## config.mk

```make
export PLATFORM = sky130hd
export DESIGN_NAME = fp_vec_issue
export DESIGN_NICKNAME = d
export VERILOG_FILES = /design/src/rtl/fp_vec_issue.sv
export SDC_FILE = /design/constraint.sdc
export NUM_CORES = 2
export LEC_CHECK = 0
export BUFFER_PORTS_ARGS = -buffer_cell sky130_fd_sc_hd__buf_2
export CAP_MARGIN = 25
export CORE_AREA = 4 4 473 475
export CTS_CLUSTER_SIZE = 20
export DETAILED_ROUTE_END_ITERATION = 16
export DIE_AREA = 0 0 477 479
export PLACE_DENSITY_LB_ADDON = 0.3
export SETUP_SLACK_MARGIN = 0.4
export SLEW_MARGIN = 10
export SYNTH_ARGS = -nofsm -noshare
export SYNTH_HDL_FRONTEND = slang
export SYNTH_SLANG_ARGS = --single-unit
```

## constraint.sdc

```tcl
create_clock -name clk -period 4.2 [get_ports clk]
set_clock_uncertainty 0.15 [all_clocks]
set_input_delay 0.42 -clock clk [delete_from_list [all_inputs] [get_ports clk]]
set_output_delay 0.42 -clock clk [all_outputs]
set_load 0.05 [all_outputs]
```

## src/rtl/fp_vec_issue.sv

```systemverilog
// fp_vec_issue
//   Sequencer in front of the 32-lane FP adder tree. Serial FP elements are
//   packed into a lane buffer. One lane-sum computation is started per full
//   (or final partial) chunk. The per-chunk partial sums are chained through
//   the tree's accumulate path, and the vector total is then presented on a
//   valid/ready result port.
//
// Ports
//   clk, rst            clock, synchronous active-high reset
//   in_vld/in_rdy       element stream handshake
//   in_data, in_last    element value, end-of-vector marker
//   op_sel              tree operation, sampled on the first beat of a vector
//   tree_comp_en        one-cycle start of a lane-sum computation
//   tree_op_sel         latched op_sel
//   tree_lanes          lane buffer, lane k at [k*DATA_WIDTH +: DATA_WIDTH]
//   tree_accum_comp_en  one-cycle start of an accumulate computation
//   tree_cur_accum_data running accumulator
//   tree_accum_add_data latest chunk partial sum
//   tree_data_out(_vld) tree result, one pulse per started computation
//   res_vld/res_rdy     vector result handshake
//   res_data,res_chunks vector sum and number of chunks
//   err                 sticky tree-response timeout flag
module fp_vec_issue #(
    parameter int unsigned DATA_WIDTH = 32,
    parameter int unsigned LANES      = 32,
    parameter int unsigned CNT_W      = 16,
    parameter int unsigned TIMEOUT    = 256
) (
    input  logic                          clk,
    input  logic                          rst,
    input  logic                          in_vld,
    output logic                          in_rdy,
    input  logic [DATA_WIDTH-1:0]         in_data,
    input  logic                          in_last,
    input  logic                          op_sel,
    output logic                          tree_comp_en,
    output logic                          tree_op_sel,
    output logic [LANES*DATA_WIDTH-1:0]   tree_lanes,
    output logic                          tree_accum_comp_en,
    output logic [DATA_WIDTH-1:0]         tree_cur_accum_data,
    output logic [DATA_WIDTH-1:0]         tree_accum_add_data,
    input  logic [DATA_WIDTH-1:0]         tree_data_out,
    input  logic                          tree_data_out_vld,
    output logic                          res_vld,
    input  logic                          res_rdy,
    output logic [DATA_WIDTH-1:0]         res_data,
    output logic [CNT_W-1:0]              res_chunks,
    output logic                          err
);

    localparam int unsigned IDX_W  = $clog2(LANES);
    localparam int unsigned WAIT_W = $clog2(TIMEOUT + 1);

    typedef enum logic [2:0] {
        FILL,
        ISSUE,
        WAIT_SUM,
        ACC_ISSUE,
        WAIT_ACC,
        OUT
    } state_t;

    state_t                        state_q, state_d;
    logic [IDX_W-1:0]              idx_q, idx_d;
    logic [LANES*DATA_WIDTH-1:0]   lanes_q, lanes_d;
    logic                          op_q, op_d;
    logic                          last_seen_q, last_seen_d;
    logic [CNT_W-1:0]              chunk_cnt_q, chunk_cnt_d;
    logic [DATA_WIDTH-1:0]         acc_q, acc_d;
    logic [DATA_WIDTH-1:0]         partial_q, partial_d;
    logic [WAIT_W-1:0]             wait_cnt_q, wait_cnt_d;
    logic                          err_q, err_d;
    logic                          in_rdy_q, in_rdy_d;
    logic                          comp_en_q, comp_en_d;
    logic                          acc_en_q, acc_en_d;
    logic                          res_vld_q, res_vld_d;
    logic                          timed_out;

    always_comb begin
        state_d     = state_q;
        idx_d       = idx_q;
        lanes_d     = lanes_q;
        op_d        = op_q;
        last_seen_d = last_seen_q;
        chunk_cnt_d = chunk_cnt_q;
        acc_d       = acc_q;
        partial_d   = partial_q;
        wait_cnt_d  = wait_cnt_q;
        err_d       = err_q;
        timed_out   = 1'b0;

        case (state_q)
            FILL: begin
                if (in_vld && in_rdy_q) begin
                    lanes_d[int'(idx_q)*DATA_WIDTH +: DATA_WIDTH] = in_data;
                    // first beat of a vector: nothing buffered, no chunk done yet
                    if (idx_q == '0 && chunk_cnt_q == '0) begin
                        op_d = op_sel;
                    end
                    if (idx_q == IDX_W'(LANES - 1) || in_last) begin
                        idx_d       = '0;
                        last_seen_d = in_last;
                        state_d     = ISSUE;
                    end else begin
                        idx_d = idx_q + 1'b1;
                    end
                end
            end
            ISSUE: begin
                wait_cnt_d = '0;
                state_d    = WAIT_SUM;
            end
            WAIT_SUM: begin
                if (tree_data_out_vld) begin
                    if (chunk_cnt_q != '1) begin
                        chunk_cnt_d = chunk_cnt_q + 1'b1;
                    end
                    if (chunk_cnt_q == '0) begin
                        acc_d   = tree_data_out;
                        state_d = last_seen_q ? OUT : FILL;
                    end else begin
                        partial_d = tree_data_out;
                        state_d   = ACC_ISSUE;
                    end
                end else if (wait_cnt_q == WAIT_W'(TIMEOUT - 1)) begin
                    timed_out = 1'b1;
                end else begin
                    wait_cnt_d = wait_cnt_q + 1'b1;
                end
            end
            ACC_ISSUE: begin
                wait_cnt_d = '0;
                state_d    = WAIT_ACC;
            end
            WAIT_ACC: begin
                if (tree_data_out_vld) begin
                    acc_d   = tree_data_out;
                    state_d = last_seen_q ? OUT : FILL;
                end else if (wait_cnt_q == WAIT_W'(TIMEOUT - 1)) begin
                    timed_out = 1'b1;
                end else begin
                    wait_cnt_d = wait_cnt_q + 1'b1;
                end
            end
            OUT: begin
                if (res_rdy) begin
                    idx_d       = '0;
                    chunk_cnt_d = '0;
                    last_seen_d = 1'b0;
                    state_d     = FILL;
                end
            end
            default: state_d = FILL;
        endcase

        // abandoned vector: drop everything collected so far, keep err sticky
        if (timed_out) begin
            err_d       = 1'b1;
            idx_d       = '0;
            chunk_cnt_d = '0;
            last_seen_d = 1'b0;
            acc_d       = '0;
            partial_d   = '0;
            state_d     = FILL;
        end

        // unwritten lanes of a partial chunk must read as +0.0
        if (state_d == FILL && state_q != FILL) begin
            lanes_d = '0;
        end

        in_rdy_d  = (state_d == FILL);
        comp_en_d = (state_d == ISSUE);
        acc_en_d  = (state_d == ACC_ISSUE);
        res_vld_d = (state_d == OUT);
    end

    always_ff @(posedge clk) begin
        if (rst) begin
            state_q     <= FILL;
            idx_q       <= '0;
            lanes_q     <= '0;
            op_q        <= 1'b0;
            last_seen_q <= 1'b0;
            chunk_cnt_q <= '0;
            acc_q       <= '0;
            partial_q   <= '0;
            wait_cnt_q  <= '0;
            err_q       <= 1'b0;
            in_rdy_q    <= 1'b0;
            comp_en_q   <= 1'b0;
            acc_en_q    <= 1'b0;
            res_vld_q   <= 1'b0;
        end else begin
            state_q     <= state_d;
            idx_q       <= idx_d;
            lanes_q     <= lanes_d;
            op_q        <= op_d;
            last_seen_q <= last_seen_d;
            chunk_cnt_q <= chunk_cnt_d;
            acc_q       <= acc_d;
            partial_q   <= partial_d;
            wait_cnt_q  <= wait_cnt_d;
            err_q       <= err_d;
            in_rdy_q    <= in_rdy_d;
            comp_en_q   <= comp_en_d;
            acc_en_q    <= acc_en_d;
            res_vld_q   <= res_vld_d;
        end
    end

    assign in_rdy              = in_rdy_q;
    assign tree_comp_en        = comp_en_q;
    assign tree_op_sel         = op_q;
    assign tree_lanes          = lanes_q;
    assign tree_accum_comp_en  = acc_en_q;
    assign tree_cur_accum_data = acc_q;
    assign tree_accum_add_data = partial_q;
    assign res_vld             = res_vld_q;
    assign res_data            = acc_q;
    assign res_chunks          = chunk_cnt_q;
    assign err                 = err_q;

endmodule
```

; ---- Yosys cells after proc, flatten, opt, wreduce, memory -nomap -nowiden
; Index checks and enable logic that the tools add are counted.
[classes]
add_sub_neg = 4
eq_ne = 20
n_shift = 2
mux = 32
bitwise = 1
reduce_logical = 25
[op_table]
columns = operator, count
row1 = $bwmux W1024, 1
row2 = $shift A32 B34 Y1024 const A, 1
row3 = $shiftx A32 B34 Y1024, 1
row4 = $mux W32, 3
row5 = $pmux W32 S2, 1
row6 = $mux W16, 3
row7 = $neg A10 Y34, 1
row8 = $pmux W16 S2, 1
row9 = $mux W3, 8
row10 = $mux W9, 2
row11 = $ne A2 B2 Y1 const B, 9
row12 = $pmux W3 S6, 1
row13 = $pmux W9 S2, 1
row14 = $add A16 B1 Y16 const B, 1
row15 = $logic_not A16 Y1, 1
row16 = $ne A16 B16 Y1 const B, 1
row17 = $mux W5, 3
row18 = $reduce_and A3 Y1, 4
row19 = $reduce_and A4 Y1, 3
row20 = $pmux W5 S2, 1
row21 = $add A9 B1 Y9 const B, 1
row22 = $eq A3 B2 Y1 const B, 3
row23 = $eq A3 B3 Y1 const B, 3
row24 = $eq A9 B8 Y1 const B, 1
row25 = other kinds (14), 29
[word_totals]
regBits = 1128
input_bits = 71
output_inout_bits = 1142
wordCells = 98

; ---- Logic depth before layout (Yosys ltp)
[depth]
depth_word = 9
mapped_depth = 14
depth_no_buf = 10

; ---- Least setup slack after synthesis
; OpenSTA, ideal clock, no wires.
[synth_path]
path_kind = reg-to-reg
from = register idx_q[0]
to = register lanes_q[141] (netlist: tree_lanes[141])
arrival_ps = 3124
required_time_ps = 3980
setup_slack_ps = 856
stages_incl_launch_ff = 15
n_path_buf = 6
synth_period_minus_slack_ps = 3344
path_cell_list = dfxtp_1 > buf_2 > inv_1 > ha_1 > nor2b_1 > nor2b_1 > ha_1 > clkbuf_1 > buf_2 > clkbuf_1 > and4_1 > clkbuf_1 > clkbuf_1 > nand3_1 > a21oi_1
[synth_via]
elab_chain_len = 9
[synth_lines]
columns = item, line_no
row1 = start: declaration, 64  ; logic [IDX_W-1:0] idx_q, idx_d;
row2 = start signal: assignment, 196  ; idx_q <= idx_d;
row3 = branches (longest 9 deep; another with $neg A10 Y34), --
row4 = end signal: assignment, 197  ; lanes_q <= lanes_d;
row5 = end: declaration, 65  ; logic [LANES*DATA_WIDTH-1:0] lanes_q, lanes_d;
; Parallel ways; which one is timed is not known.
; A chain may end at the register's enable or synchronous reset.

; ---- Final worst setup path
[layout_path]
from = register chunk_cnt_q[0] (netlist: res_chunks[0])
to = register lanes_q[326] (netlist: tree_lanes[326])
[layout_via]
elab_chain_len = 8
[layout_lines]
columns = item, line_no
row1 = start: declaration, 68  ; logic [CNT_W-1:0] chunk_cnt_q, chunk_cnt_d;
row2 = start signal: assignment, 200  ; chunk_cnt_q <= chunk_cnt_d;
row3 = $logic_not A16 Y1, 118  ; if (chunk_cnt_q == '0) begin
row4 = $mux W3, 118
row5 = $mux W3, 114  ; if (tree_data_out_vld) begin
row6 = $pmux W3 S6, 92  ; case (state_q)
row7 = $mux W3, 157  ; if (timed_out) begin
row8 = $logic_not A3 Y1, 168  ; if (state_d == FILL && state_q != FILL) begin
row9 = $logic_and A1 B1 Y1, 168
row10 = $reduce_or A2 Y1 (no source line), --
; No other way between the ends.

==> flow_metrics.env <==
export IMPL_run_status="finished, final reports clean"
export IMPL_crit_fanout=154
export IMPL_crit_slowest_cell="o41ai_4"
export IMPL_die_area_mm2=0.228
export IMPL_crit_required_ns=4.71
export IMPL_p_seq_share_pct=42.7
export IMPL_synth_compound_area_share_pct=14.0
export IMPL_synth_cells=5457
export IMPL_cp_start_kind="flip-flop"
export IMPL_path_common_cell="buf_12"
export IMPL_clockRootBuffer="clkbuf_16"
export IMPL_grt_ovfl_total=0
export IMPL_firstDrtPassIters=6
export IMPL_yosys_top_cells_area="dfxtp_1 53%, nand2_1 16%, a21oi_1 13%"
export IMPL_clk_path_buf_depth=3
export IMPL_max_freq_mhz=277
export IMPL_yosysWarnings=0
export IMPL_detail_route_wl_per_cell_um=27.5
export IMPL_core_region_area_mm2=0.219
export IMPL_place_gp_congestion=0.876
export IMPL_rsz0062_at_grt="no"
export IMPL_synth_top_family_by_area="simple AND/OR/NAND/NOR gates"
export IMPL_synthMuxAreaShare_pct=0.171
export IMPL_switching_power_mw=6.85
export IMPL_syn_area_mm2=0.0424
export IMPL_drive_above_1_share_pct=25.4
export IMPL_instances_no_fill=9511
export IMPL_io_pin_count=1213
export IMPL_fin_crit_sh_pct=85.8
export IMPL_grt_use_met3_pct=6.82
export IMPL_numCtsBuffers=139
export IMPL_vias=44219
export IMPL_final_area_mm2=0.0570
export IMPL_period_needed_ns=3.60
export IMPL_synthTopCellsByCount="1863 x nand2_1, 1128 x dfxtp_1, 1075 x a21oi_1"
export IMPL_synth_avg_cell_area_um2=7.77
export IMPL_clock_sinks=1128
export IMPL_synth_largest_area_cell="dfxtp_1"
export IMPL_p_comb_share_pct=6.9
export IMPL_start_util_pct=19.3
export IMPL_fp_row_count=172
export IMPL_final_util_pct=26.0
export IMPL_cts_clk_slew_worst_paths_ns=0.06
export IMPL_synth_edf_count=0
export IMPL_cts_setup_buffers=0
export IMPL_clock_latency_ns=0.81
export IMPL_endpoint_kind="flip-flop"
export IMPL_viasPerCell=4.65
export IMPL_synthFlopType="dfxtp_1"
export IMPL_worstMarginPinSlew_ns=1.10
export IMPL_r2r_setup_slack_ns=0.60
export IMPL_finalSetupTns_ns=0
export IMPL_crit_type="reg2reg"
export IMPL_grt_use_total_pct=21.8
export IMPL_die_h_um=479
export IMPL_port_buffers=1212
export IMPL_path_buf_inv=3
export IMPL_post_synth_top_area_fraction_pct=53.3
export IMPL_crit_chain="inv_1 > ha_1 > nor4b_1 > and4_1 > nor2_2 > o41ai_4 > buf_12 > buf_12 > a21oi_1"
export IMPL_grt_busiest_layer="met2"
export IMPL_setup_violations=0
export IMPL_synth_most_common_cell="nand2_1"
export IMPL_hold_viol=0
export IMPL_powerDensity_mw_per_mm2=442
export IMPL_cts_tree="done"
export IMPL_place_inst=9186
export IMPL_hold_path_class="in2reg"
export IMPL_grt_use_met2_pct=34.8
export IMPL_drc_errors=0
export IMPL_grt_pass1_wl_um=352000
export IMPL_area_growth_pct=34.4
export IMPL_intPower_mw=18.3
export IMPL_max_stage_delay_ns=0.69
export IMPL_grt_max_degree=155
export IMPL_antenna_found_initial=30
export IMPL_power_leakage_nw=22.7
export IMPL_slew_headroom_pct=26.6
export IMPL_drtAntennaViolNets=0
export IMPL_ys_seq_area_share_pct=53.3
export IMPL_synthSimpleGateAreaFrac_pct=26.0
export IMPL_crit_family="simple AND/OR/NAND/NOR gates"
export IMPL_critical_path_arrival_ns=4.12
export IMPL_grtUsageMet1_pct=26.6
export IMPL_synthXorXnorAreaFrac_pct=0.496
export IMPL_ir_drop_uv=352
export IMPL_fp_dieW_um=477
export IMPL_drt_total_wl_um=262000
export IMPL_sw_frac_of_total_pct=27.2
export IMPL_slew_violations=0
export IMPL_p_total_mw=25.2
export IMPL_synthAdderAreaFrac_pct=0.260
export IMPL_ys_types=56
export IMPL_drtIter0Drc=3561
export IMPL_grt_pass1_vias=41798
export IMPL_post_dp_hpwl_um=182000
export IMPL_synth_seq_cells=1128
export IMPL_place_area_mm2=0.0515
export IMPL_synthArstFlopShare_pct=0
export IMPL_clkPwrFrac_pct=50.4
export IMPL_htree_num_levels=4
export IMPL_syn_num_nets=5536
export IMPL_nNetsFinal=6590
export IMPL_maxCapViolations=0
per-layer routing:
layer	share of wire, %	wire [um]
met1	40	106000
met2	46	120000
met3	8.9	23300
met4	4.8	12600
met5	0.0034	9
logic make-up after synthesis:
kind of cell,Yosys count
AOI/OAI and AO/OA,1140
xor gates and xnor gates,24
adders and majority gates,9
buffers and inverters,521
DFF,1128
muxes,7
and+or+nand+nor,2628
metrics by stage:
stage | setup WS, ns | hold WS [ns]
final | 0.596 | 0.117
after detailed placement | 0.315 | 0.290
after CTS | 0.405 | 0.0375
after floorplan | 0.856 | 0.314
after global placement | 0.339 | 0.285
after global routing | 0.404 | 0.103
path summary, 6_finish.rpt:
path	from	endpoint	cells after the start
max	res_chunks[0]	tree_lanes[326]	9
max reg2reg	res_chunks[0]	tree_lanes[326]	9
min	in_data[19]	tree_lanes[851]	3
min reg2reg	tree_lanes[773]	tree_lanes[773]	2
sequential cells by signal, indices dropped and copies added, names as in the netlist:
register	cells
res_chunks	16
tree_accum_comp_en	1
res_vld	1
res_data	32
tree_comp_en	1
tree_lanes	1024
in_rdy	1
idx_q	5
last_seen_q	1
tree_accum_add_data	32
state_q	3
wait_cnt_q	9
err	1
tree_op_sel	1
power groups by stage:
stage	clock network, mW	logic [mW]	registers, mW
2_1_floorplan	0	0.720	11.1
3_3_place_gp	0	1.72	11.0
3_5_place_dp	0	1.73	11.0
4_1_cts	13.0	1.78	10.7
5_1_grt	13.4	1.82	10.7
6_report	12.7	1.75	10.8
layout make-up:
type	count	area [um^2]
Fill cell	24217	162000
Sequential cell	1128	22600
Multi-Input combinational cell	3808	17900
Timing Repair Buffer	1426	8020
Clock buffer	199	3980
Tap cell	2871	3590
Clock inverter	52	847
Antenna cell	19	47.5
Inverter	8	30.0
worst min-delay path: cells and delay by family:
family | cells | cell delay, ns
AO/OA/AOI/OAI | 1 | 0.06
buffers and inverters | 1 | 0.32
AND/OR/NAND/NOR | 1 | 0.17
what timing repair did:
item,4_1_cts,5_1_grt
pin swaps,1,1
resized for setup,5,13
hold buffers,53,0
hold endpoints to repair,99,0
setup endpoints to repair,97,307
placed cells by master (no fill, tap or decap), types with 48 or more instances in the layout:
master,count
buf_2,1212
dfxtp_1,1128
dlygate4sd3_1,53
buf_4,137
nor2_1,195
nand3_1,345
nand2_1,1863
clkbuf_16,139
nand4_1,48
a21oi_1,1072
Power figures use the tool's default switching activity.
